**config.mk**
```make
export PLATFORM = sky130hd
export DESIGN_NAME = cpu_ctrl_fsm_flat
export DESIGN_NICKNAME = d
export VERILOG_FILES = /design/src/rtl/cpu_pkg.sv /design/src/rtl/cpu_ctrl_fsm_if.sv /design/src/rtl/mem_hs_timer.sv /design/src/rtl/cpu_ctrl_fsm.sv /design/src/flat_wrapper.sv
export SDC_FILE = /design/constraint.sdc
export NUM_CORES = 1
export LEC_CHECK = 0
export BUFFER_PORTS_ARGS = -buffer_cell sky130_fd_sc_hd__buf_2
export CAP_MARGIN = 10
export CORE_MARGIN = 3
export CORE_UTILIZATION = 40
export DETAILED_ROUTE_END_ITERATION = 12
export PLACE_DENSITY = 0.72
export SYNTH_ARGS = -nofsm -noshare
export SYNTH_HDL_FRONTEND = slang
export SYNTH_SLANG_ARGS = --single-unit
```
**constraint.sdc**
```tcl
create_clock -name clk -period 3.1 [get_ports clk]
set_input_delay 0.62 -clock clk [delete_from_list [all_inputs] [get_ports clk]]
set_output_delay 0.62 -clock clk [all_outputs]
set_load 0.03 [all_outputs]
```
**src/rtl/cpu_pkg.sv**
```systemverilog
// Shared CPU definitions: instruction type codes, control opcodes, writeback
// source select codes and the control FSM state encoding.
package cpu_pkg;

   typedef enum logic [1:0] {
      ITYPE_R = 2'b00,
      ITYPE_I = 2'b01,
      ITYPE_P = 2'b10,
      ITYPE_J = 2'b11
   } itype_e;

   localparam logic [7:0] OP_LOAD  = 8'h40;
   localparam logic [7:0] OP_STOR  = 8'h44;
   localparam logic [7:0] OP_JALR  = 8'h48;
   localparam logic [7:0] OP_JCOND = 8'h4C;

   localparam int ACK_TIMEOUT_DEF = 16;

   typedef enum logic [1:0] {
      WB_ALU  = 2'b00,
      WB_MEM  = 2'b01,
      WB_LINK = 2'b10
   } wb_sel_e;

   typedef enum logic [2:0] {
      ST_FETCH  = 3'd0,
      ST_DECODE = 3'd1,
      ST_EXEC   = 3'd2,
      ST_MEM    = 3'd3,
      ST_WBACK  = 3'd4,
      ST_FAULT  = 3'd7
   } state_e;

endpackage

```
**src/rtl/cpu_ctrl_fsm_if.sv**
```systemverilog
// Control bundle between the CPU control FSM (master) and the datapath/memory side (slave).
interface cpu_ctrl_fsm_if;
   logic       run;
   logic [7:0] opcode;
   logic [1:0] itype;
   logic       wb;
   logic       cond_true;
   logic       mem_ack;
   logic       mem_req;
   logic       mem_we;
   logic       addr_sel;
   logic       ir_load;
   logic       pc_inc;
   logic       pc_load;
   logic       reg_we;
   logic [1:0] wb_sel;
   logic       flag_we;
   logic       fault;
   logic [2:0] state_o;

   modport master (
      input  run, opcode, itype, wb, cond_true, mem_ack,
      output mem_req, mem_we, addr_sel, ir_load, pc_inc, pc_load,
             reg_we, wb_sel, flag_we, fault, state_o
   );

   modport slave (
      output run, opcode, itype, wb, cond_true, mem_ack,
      input  mem_req, mem_we, addr_sel, ir_load, pc_inc, pc_load,
             reg_we, wb_sel, flag_we, fault, state_o
   );
endinterface

```
**src/rtl/mem_hs_timer.sv**
```systemverilog
// Memory handshake watchdog: counts unacknowledged request cycles and flags the
// last permitted cycle. Idle (no request) or an ack returns the count to zero.
module mem_hs_timer #(
   parameter int ACK_TIMEOUT = 16
) (
   input  logic clk,
   input  logic reset,
   input  logic req,
   input  logic ack,
   output logic busy,
   output logic expired
);
   localparam int CW = (ACK_TIMEOUT > 2) ? $clog2(ACK_TIMEOUT) : 1;
   localparam logic [CW-1:0] CNT_LAST = CW'(ACK_TIMEOUT - 1);

   logic [CW-1:0] cnt_q, cnt_d;

   always_comb begin
      cnt_d = cnt_q;
      if (!req || ack)
         cnt_d = '0;
      else if (cnt_q != CNT_LAST)
         cnt_d = cnt_q + 1'b1;
   end

   always_ff @(posedge clk) begin
      if (reset)
         cnt_q <= '0;
      else
         cnt_q <= cnt_d;
   end

   // A nonzero count means a request is already outstanding.
   assign busy    = (cnt_q != '0);
   assign expired = (cnt_q == CNT_LAST);
endmodule

```
**src/rtl/cpu_ctrl_fsm.sv**
```systemverilog
// Multi-cycle control sequencer for the 16-bit CPU datapath.
// state  | meaning
// FETCH  | request instruction word from PC, latch IR and bump PC on ack
// DECODE | decoder settles on new IR, no enables
// EXEC   | ALU/flag update, link+jump, conditional jump, or go to MEM
// MEM    | load/store handshake addressed by Rsrc
// WBACK  | write load data into regfile
// FAULT  | memory handshake timed out, everything idle until reset
module cpu_ctrl_fsm
   import cpu_pkg::*;
#(
   parameter int ACK_TIMEOUT = ACK_TIMEOUT_DEF
) (
   input  logic            clk,
   input  logic            reset,
   cpu_ctrl_fsm_if.master  bus
);
   state_e  state_q, state_d;
   logic    fault_q, fault_d;
   logic    req, mem_we, addr_sel, ir_load, pc_inc, pc_load, reg_we, flag_we;
   wb_sel_e wb_sel;
   logic    tmr_busy, tmr_expired;

   mem_hs_timer #(.ACK_TIMEOUT(ACK_TIMEOUT)) u_timer (
      .clk     (clk),
      .reset   (reset),
      .req     (req),
      .ack     (bus.mem_ack),
      .busy    (tmr_busy),
      .expired (tmr_expired)
   );

   always_ff @(posedge clk) begin
      if (reset) begin
         state_q <= ST_FETCH;
         fault_q <= 1'b0;
      end else begin
         state_q <= state_d;
         fault_q <= fault_d;
      end
   end

   always_comb begin
      state_d  = state_q;
      fault_d  = fault_q;
      req      = 1'b0;
      mem_we   = 1'b0;
      addr_sel = 1'b0;
      ir_load  = 1'b0;
      pc_inc   = 1'b0;
      pc_load  = 1'b0;
      reg_we   = 1'b0;
      wb_sel   = WB_ALU;
      flag_we  = 1'b0;
      case (state_q)
         ST_FETCH: begin
            // run only gates the start of a fetch; an outstanding one runs to ack/timeout
            if (bus.run || tmr_busy) begin
               req = 1'b1;
               if (bus.mem_ack) begin
                  ir_load = 1'b1;
                  pc_inc  = 1'b1;
                  state_d = ST_DECODE;
               end else if (tmr_expired) begin
                  state_d = ST_FAULT;
                  fault_d = 1'b1;
               end
            end
         end
         ST_DECODE: state_d = ST_EXEC;
         ST_EXEC: begin
            state_d = ST_FETCH;
            case (itype_e'(bus.itype))
               ITYPE_R, ITYPE_I: begin
                  flag_we = 1'b1;
                  reg_we  = bus.wb;
               end
               ITYPE_P: state_d = ST_MEM;
               ITYPE_J: begin
                  if (bus.opcode == OP_JALR) begin
                     reg_we  = 1'b1;
                     wb_sel  = WB_LINK;
                     pc_load = 1'b1;
                  end else if (bus.opcode == OP_JCOND) begin
                     pc_load = bus.cond_true;
                  end
               end
            endcase
         end
         ST_MEM: begin
            req      = 1'b1;
            addr_sel = 1'b1;
            mem_we   = (bus.opcode == OP_STOR);
            if (bus.mem_ack) begin
               state_d = (bus.opcode == OP_LOAD) ? ST_WBACK : ST_FETCH;
            end else if (tmr_expired) begin
               state_d = ST_FAULT;
               fault_d = 1'b1;
            end
         end
         ST_WBACK: begin
            reg_we  = 1'b1;
            wb_sel  = WB_MEM;
            state_d = ST_FETCH;
         end
         ST_FAULT: state_d = ST_FAULT;
         default:  state_d = ST_FETCH;
      endcase
   end

   assign bus.mem_req  = req;
   assign bus.mem_we   = mem_we;
   assign bus.addr_sel = addr_sel;
   assign bus.ir_load  = ir_load;
   assign bus.pc_inc   = pc_inc;
   assign bus.pc_load  = pc_load;
   assign bus.reg_we   = reg_we;
   assign bus.wb_sel   = wb_sel;
   assign bus.flag_we  = flag_we;
   assign bus.fault    = fault_q;
   assign bus.state_o  = state_q;
endmodule
```
**src/flat_wrapper.sv**
```systemverilog
// flat-port wrapper written by rule: the top's interface ports become plain ports
module cpu_ctrl_fsm_flat import cpu_pkg::*;
#(
   parameter int ACK_TIMEOUT = ACK_TIMEOUT_DEF
)
  (clk, reset, bus_run, bus_opcode, bus_itype, bus_wb, bus_cond_true, bus_mem_ack, bus_mem_req, bus_mem_we, bus_addr_sel, bus_ir_load, bus_pc_inc, bus_pc_load, bus_reg_we, bus_wb_sel, bus_flag_we, bus_fault, bus_state_o);
  cpu_ctrl_fsm_if bus_i ();
  input  logic clk;
  input  logic reset;
  input wire logic [$bits(bus_i.run)-1:0] bus_run;
  input wire logic [$bits(bus_i.opcode)-1:0] bus_opcode;
  input wire logic [$bits(bus_i.itype)-1:0] bus_itype;
  input wire logic [$bits(bus_i.wb)-1:0] bus_wb;
  input wire logic [$bits(bus_i.cond_true)-1:0] bus_cond_true;
  input wire logic [$bits(bus_i.mem_ack)-1:0] bus_mem_ack;
  output wire logic [$bits(bus_i.mem_req)-1:0] bus_mem_req;
  output wire logic [$bits(bus_i.mem_we)-1:0] bus_mem_we;
  output wire logic [$bits(bus_i.addr_sel)-1:0] bus_addr_sel;
  output wire logic [$bits(bus_i.ir_load)-1:0] bus_ir_load;
  output wire logic [$bits(bus_i.pc_inc)-1:0] bus_pc_inc;
  output wire logic [$bits(bus_i.pc_load)-1:0] bus_pc_load;
  output wire logic [$bits(bus_i.reg_we)-1:0] bus_reg_we;
  output wire logic [$bits(bus_i.wb_sel)-1:0] bus_wb_sel;
  output wire logic [$bits(bus_i.flag_we)-1:0] bus_flag_we;
  output wire logic [$bits(bus_i.fault)-1:0] bus_fault;
  output wire logic [$bits(bus_i.state_o)-1:0] bus_state_o;
  assign bus_i.run = bus_run;
  assign bus_i.opcode = bus_opcode;
  assign bus_i.itype = bus_itype;
  assign bus_i.wb = bus_wb;
  assign bus_i.cond_true = bus_cond_true;
  assign bus_i.mem_ack = bus_mem_ack;
  assign bus_mem_req = bus_i.mem_req;
  assign bus_mem_we = bus_i.mem_we;
  assign bus_addr_sel = bus_i.addr_sel;
  assign bus_ir_load = bus_i.ir_load;
  assign bus_pc_inc = bus_i.pc_inc;
  assign bus_pc_load = bus_i.pc_load;
  assign bus_reg_we = bus_i.reg_we;
  assign bus_wb_sel = bus_i.wb_sel;
  assign bus_flag_we = bus_i.flag_we;
  assign bus_fault = bus_i.fault;
  assign bus_state_o = bus_i.state_o;
  cpu_ctrl_fsm #(.ACK_TIMEOUT(ACK_TIMEOUT)) u_core (.clk(clk), .reset(reset), .bus(bus_i));
endmodule
```
==> results.py, run 1 <==
metrics = {
    "worst_setup_path": {
        "cp.required_ps": 2480,
        "crit_type": "register to primary output",
        "startpoint_type": "register",
        "arrival_ps": 1830,
        "cp_max_fo": 5,
        "end_kind": "primary output",
    },
    "logic_synthesis": {
        "synth_compound_area_share_pct": 20.0,
        "synthMuxAreaShare_pct": 3.08,
        "synthAdderAreaFrac_pct": 3.85,
        "synth-seq-cells": 8,
        "yosys_warnings": 0,
        "yosysTopAreaCell": "dfxtp_1",
        "synth-xor-area-share_pct": 2.70,
        "synth_area_per_cell_um2": 8.66,
        "synth-main-ff-cell": "dfxtp_1",
        "synth_top_family_by_area": "simple AND/OR/NAND/NOR gates",
        "synth_edf_count": 0,
        "synth_top_area_share_pct": 24.7,
        "syn-cell-area_um2": 649,
        "async_flop_share_pct": 0,
        "yosysUniqueCellTypes": 40,
        "yosys.area_share.simple_pct": 38.0,
        "synth.area.top_cells": "dfxtp_1 (25%), nor3_2 (4.6%), nor2_1 (4.0%)",
        "yosysSeqAreaShare_pct": 24.7,
        "synth_nets": 93,
        "syn_inst": 75,
    },
    "pwr": {
        "p_sw_share_pct": 33.1,
        "p_per_area_nw_per_um2": 341,
        "switchingPower_uw": 89.9,
        "total_power_uw": 272,
        "peakVddDrop_v": 0.000202,
        "p_comb_share_pct": 28.1,
        "cellInternalPower_uw": 182,
        "seqPwrFrac_pct": 41.5,
        "leakagePower_uw": 0.000349,
        "clock_power_share_pct": 30.4,
    },
    "die": {
        "start_util_pct": 45.9,
        "die_w_um": 46.3,
        "io_pins": 30,
        "die_y_um": 46.3,
        "fp-row-count": 13,
        "core_um2": 1420,
        "dieArea_um2": 2140,
    },
    "final_layout": {
        "n_antenna_cell": 0,
        "syn_to_final_growth_pct": 22.7,
        "num-fill-cells": 139,
        "layoutNonFillerInstCount": 116,
        "utilization_pct": 56.3,
        "final_nets": 121,
        "final_layout_size_suffix_gt1_share_pct": 38.6,
    },
    "clocking": {
        "cts_buffer_depth": 2,
        "clkSlewWorstSetupHoldPaths_ps": 50,
        "root_buffer": "clkbuf_4",
        "cts_tree": "done",
        "hold_buffers": 0,
        "cts-resized-gates": 0,
        "cts_setup_buffers": 0,
        "cts_buffers": 3,
        "cts_num_sinks": 8,
        "htreeDepth": 1,
        "worstSkewPairLatency_ps": 260,
    },
    "place": {
        "dp_hpwl_um": 1170,
        "dpl.cell_count": 113,
        "routabilityCongestion": 0.742,
        "io_buffers": 29,
    },
    "timing": {
        "rsz0062_at_grt": "false",
        "post-route-period-util_pct": 79.0,
        "setup_viol": 0,
        "finalSetupTns_ps": 0,
        "max_clock_freq_mhz": 408,
        "slew_headroom_pct": 64.5,
        "final-max-slew-violation-count": 0,
        "fin_worst_skew_ps": 7.80,
        "hold_violations": 0,
        "worst_slew_pin_slew_ps": 530,
        "layout_min_cycle_time_ps": 2450,
        "hold_ws_ps": 498,
    },
    "detailed_routing": {
        "wl_per_cell_um": 13.2,
        "dr.pass1.iters": 4,
        "drc": 0,
        "routed_wl_um": 1530,
        "num_vias": 647,
        "ant_nets": 0,
        "vias_per_cell": 5.58,
        "drt_iter0_drc": 11,
    },
    "run_status": {
        "outcome": "finished clean",
    },
    "global_route": {
        "globalRouteTotalUtil_pct": 16.6,
        "grt_max_degree": 14,
        "grt_pass1_vias": 581,
        "grt_pass1_wl_um": 2570,
        "overflow": 0,
        "antenna_found_initial": 0,
    },
    "job": {
        "maxCapViolations": 0,
    },
    "min_path": {
        "hold_path.class": "register to register",
    },
}
-- critical path: stages, from the launching register on --
cell     delay [ps]
dfxtp_1         330
inv_1            90
ha_1            160
or4b_4          490
a21oi_4         260
nor2_1           60
buf_2           190
-- through the flow --
step	cell area [µm²]	setup WS, ps
after floorplan	649	123
after global placement	774	747
after detailed placement	774	706
after CTS	797	623
after global routing	797	510
final	797	651
-- cells in the final DEF (no fill, tap or decap), types with 3 or more instances in the layout --
master,netlist,final
a31oi_1,3,3
buf_2,0,29
clkbuf_4,0,3
dfxtp_1,8,8
inv_1,3,3
nor2_1,7,7
nor3_2,3,3
-- worst paths after layout --
kind / start / to / slack (ps) / cells after the start
hold reg to reg: u_core.bus.fault$_SDFFE_PP0P_ / u_core.bus.fault$_SDFFE_PP0P_ / 500 / 2
setup / recovery: u_core.u_timer.cnt_q[0]$_SDFFE_PP0N_ / bus_mem_req / 650 / 6
setup reg to reg: u_core.u_timer.cnt_q[0]$_SDFFE_PP0N_ / u_core.bus.state_o[0]$_SDFFE_PP0N_ / 1580 / 5
hold / removal: u_core.bus.fault$_SDFFE_PP0P_ / u_core.bus.fault$_SDFFE_PP0P_ / 500 / 2
-- final cells by class --
type                            instances  area [µm²]  share of cell area [%]
Multi-Input combinational cell         58         439                    55.1
Sequential cell                         8         160                    20.1
Tap cell                               15        18.8                    2.35
Clock buffer                            3        22.5                    2.83
Inverter                                3        11.3                    1.41
Timing Repair Buffer                   29         145                    18.2
-- metal layers --
metal  global-route usage [%]  wire length (µm)  vias up  share of wire, %
met5                        0                 0        -                 0
met2                     26.6               717       20                47
met4                     3.41                 0        0                 0
met3                     5.86                89        0               5.8
met1                     21.1               724      292                47
li1                         -                 -      335                 -
-- cells in the mapped netlist, types with 2 or more instances --
master    count
a221o_1       2
o21ai_0       2
a31oi_1       3
nand3b_1      2
dfxtp_1       8
ha_1          2
nor3_2        3
nor3b_1       2
nor4b_1       2
and2_1        2
inv_1         3
mux2i_1       2
nor2b_1       2
nand2_1       2
nor2_1        7
a21oi_1       2
nand4_1       2
buf_4         2
and3_1        2
xnor2_1       2
clkbuf_1      2
-- cell families (layout without fill, tap and decap cells) --
logic type / count (synthesis) / count (layout)
DFF: 8 / 8
xor gates and xnor gates: 2 / 2
and+or+nand+nor: 36 / 36
adders and majority gates: 2 / 2
buffers and inverters: 9 / 35
muxes: 2 / 2
AOI/OAI and AO/OA: 16 / 16
-- power groups by stage --
stage | registers [µW] | logic, µW | clock network [µW]
CTS | 112 | 76.6 | 87.4
global route | 114 | 83.2 | 94.3
global placement | 114 | 75.6 | 0
detailed placement | 115 | 76.4 | 0
finish | 113 | 76.3 | 82.7
floorplan | 114 | 54.9 | 0
-- sequential cells by signal, indices dropped and copies added, names as in the netlist --
register,count
u_core.bus.fault,1
u_core.u_timer.cnt_q,4
u_core.bus.state_o,3
No activity file was read; power rests on OpenSTA's default activity.
==> run 2, diff against run 1 <==
Settings changed: ABC_AREA set to 1, CORE_UTILIZATION 40 to 39, PLACE_DENSITY 0.72 to 0.75.
Clock period 3.1 ns to 2.15 ns, I/O delays scaled along.
==> run 2 against run 1 <==
Effect of this change:
- via count is 9.0% higher
- critical path type unchanged
- design area fell by 1.7%
- worst hold slack lost 130 ps
- utilization grew 1.0 points
- final cell count up 26%
- sequential share of layout area up 0.35 points
- clock power increased by 32%
- largest power group unchanged
- power rose by 43%
==> results.py, run 2 <==
metrics = {
    "run_status": {
        "outcome": "finished clean",
    },
    "final_layout": {
        "regMostFlops": "u_core.u_timer.cnt_q",
        "largest_reg_flops": 4,
        "layout_commonest_cell": "buf_2",
        "num-fill-cells": 154,
        "final_cell_mix": "buf_2 (29), inv_1 (22), nor2_1 (18)",
        "final_nets": 151,
        "syn_to_final_growth_pct": 30.7,
        "n_antenna_cell": 0,
        "final_layout_size_suffix_gt1_share_pct": 29.8,
        "utilization_pct": 57.3,
    },
    "pwr": {
        "p_per_area_nw_per_um2": 495,
        "peakVddDrop_v": 0.000345,
        "leakagePower_uw": 0.000476,
    },
    "timing": {
        "setup_viol": 0,
        "worst_slew_pin_slew_ps": 271,
        "slew_headroom_pct": 81.9,
        "finalSetupTns_ps": 0,
        "final-max-slew-violation-count": 0,
        "layout_min_cycle_time_ps": 1870,
        "hold_violations": 0,
        "max_clock_freq_mhz": 536,
        "fin_worst_skew_ps": 2.01,
        "rsz0062_at_grt": "false",
        "post-route-period-util_pct": 86.9,
    },
    "worst_setup_path": {
        "crit_chain": "nand3_1 > nor2_1 > nand2_1 > nand3b_1 > buf_2",
        "max_stage_delay_ps": 470,
        "arrival_ps": 1440,
        "startpoint_type": "register",
        "reg2reg_slack_ps": 830,
        "end_kind": "primary output",
        "cp.required_ps": 1720,
        "cp_max_fo": 8,
        "crit_type": "register to primary output",
        "critical-path-slowest-cell": "dfxtp_1",
    },
    "logic_synthesis": {
        "synth_nets": 118,
        "synth-seq-cells": 8,
        "yosys_warnings": 0,
        "yosys-top-cells-count": "inv_1 (22), nor2_1 (18), nand2_1 (16), dfxtp_1 (8), nand3_1 (8)",
        "yosysMostFrequentCell": "inv_1",
        "async_flop_share_pct": 0,
        "synth_top_area_share_pct": 26.7,
        "synth_edf_count": 0,
        "syn_inst": 100,
        "yosysSeqAreaShare_pct": 26.7,
        "yosysTopAreaCell": "dfxtp_1",
        "yosysUniqueCellTypes": 18,
        "synth.area.top_cells": "dfxtp_1 (27%), inv_1 (14%), nor2_1 (11%)",
        "syn-cell-area_um2": 599,
        "synth_area_per_cell_um2": 5.99,
        "synth-main-ff-cell": "dfxtp_1",
    },
    "place": {
        "dp_hpwl_um": 1180,
        "io_buffers": 29,
        "routabilityCongestion": 0.857,
    },
    "clocking": {
        "cts_buffer_depth": 2,
        "cts_tree": "done",
        "worstSkewPairLatency_ps": 250,
        "cts-resized-gates": 0,
        "hold_buffers": 0,
        "htreeDepth": 1,
        "root_buffer": "clkbuf_4",
        "cts_setup_buffers": 0,
        "cts_num_sinks": 8,
        "cts_buffers": 3,
        "clkSlewWorstSetupHoldPaths_ps": 50,
    },
    "die": {
        "fp-row-count": 13,
        "start_util_pct": 43.9,
        "io_pins": 30,
        "die_y_um": 45.2,
        "die_w_um": 45.2,
        "core_um2": 1370,
        "dieArea_um2": 2040,
    },
    "global_route": {
        "grt_max_degree": 9,
        "antenna_found_initial": 0,
        "overflow": 0,
        "grt_pass1_wl_um": 2350,
        "globalRouteTotalUtil_pct": 15.7,
        "grt_pass1_vias": 595,
    },
    "min_path": {
        "hold_path.class": "input port to register",
    },
    "detailed_routing": {
        "ant_nets": 0,
        "num_vias": 705,
        "drc": 0,
        "wl_met2_um": 611,
        "wl_met3_um": 155,
        "drt_iter0_drc": 17,
        "wl_per_cell_um": 9.56,
        "routed_wl_um": 1400,
        "vias_per_cell": 4.83,
        "drt-met1-wl_um": 596,
        "highest_layer": "met4",
        "dr.pass1.iters": 4,
    },
    "job": {
        "maxCapViolations": 0,
    },
}
-- run 2: stage by stage --
stage	setup slack (ps)	instance area [µm²]	hold WS, ps	std cells	power, µW
final	283	783	373	146	388
after global routing	91.7	783	380	146	416
after CTS	258	783	365	146	395
after detailed placement	318	761	444	143	282
after global placement	348	761	434	143	280
after floorplan	73.3	604	499	100	247
-- run 2: critical path, delay by kind of cell (launching register included) --
family	cells	cell delay (ps)
buffers and inverters	1	190
and+or+nand+nor	4	530
DFF	1	470
-- run 2: final cells by class --
cell class,instances,area [µm²],share of cell area [%]
clock buffers,3,22.5,2.88
flip-flops and latches,8,160,20.4
repair buffers,29,145,18.5
well taps,15,18.8,2.40
inverters,22,82.6,10.5
multi-input cells,69,354,45.2
-- run 2: worst paths after layout --
check	cells past startpoint	endpoint	start
worst min-delay path	2	u_core.bus.fault$_SDFFE_PP0P_	reset
worst max register to register	7	u_core.bus.state_o[2]$_SDFFE_PP0N_	u_core.u_timer.cnt_q[0]$_SDFFE_PP0N_
worst min register to register	2	u_core.bus.fault$_SDFFE_PP0P_	u_core.bus.fault$_SDFFE_PP0P_
worst max-delay path	5	bus_reg_we	u_core.bus.state_o[1]$_SDFFE_PP0N_
-- run 2: logic make-up (layout without fill, tap and decap cells) --
group                    Yosys count  after routing  share of synthesized area [%]
AND/OR/NAND/NOR                   54             54                           41.8
buffers and inverters             23             54                           15.0
AO/OA/AOI/OAI                     11             11                           9.39
flip-flops                         8              8                           26.7
adder cells (fa/ha/maj)            2              2                           4.17
XOR/XNOR                           2              2                           2.92
-- run 2: per-layer routing --
metal	vias to the layer above	GRT usage, %
met5	-	0
met4	0	10.5
met3	4	2.79
met2	31	24.0
met1	297	19.9
li1	373	-
-- run 2: power by group --
group | internal (µW) | switching [µW] | leakage [µW]
sequential | 154 | 9.11 | 0.0000649
combinational | 38.8 | 76.4 | 0.000398
clock | 63.5 | 45.7 | 0.0000138
total | 257 | 131 | 0.000476
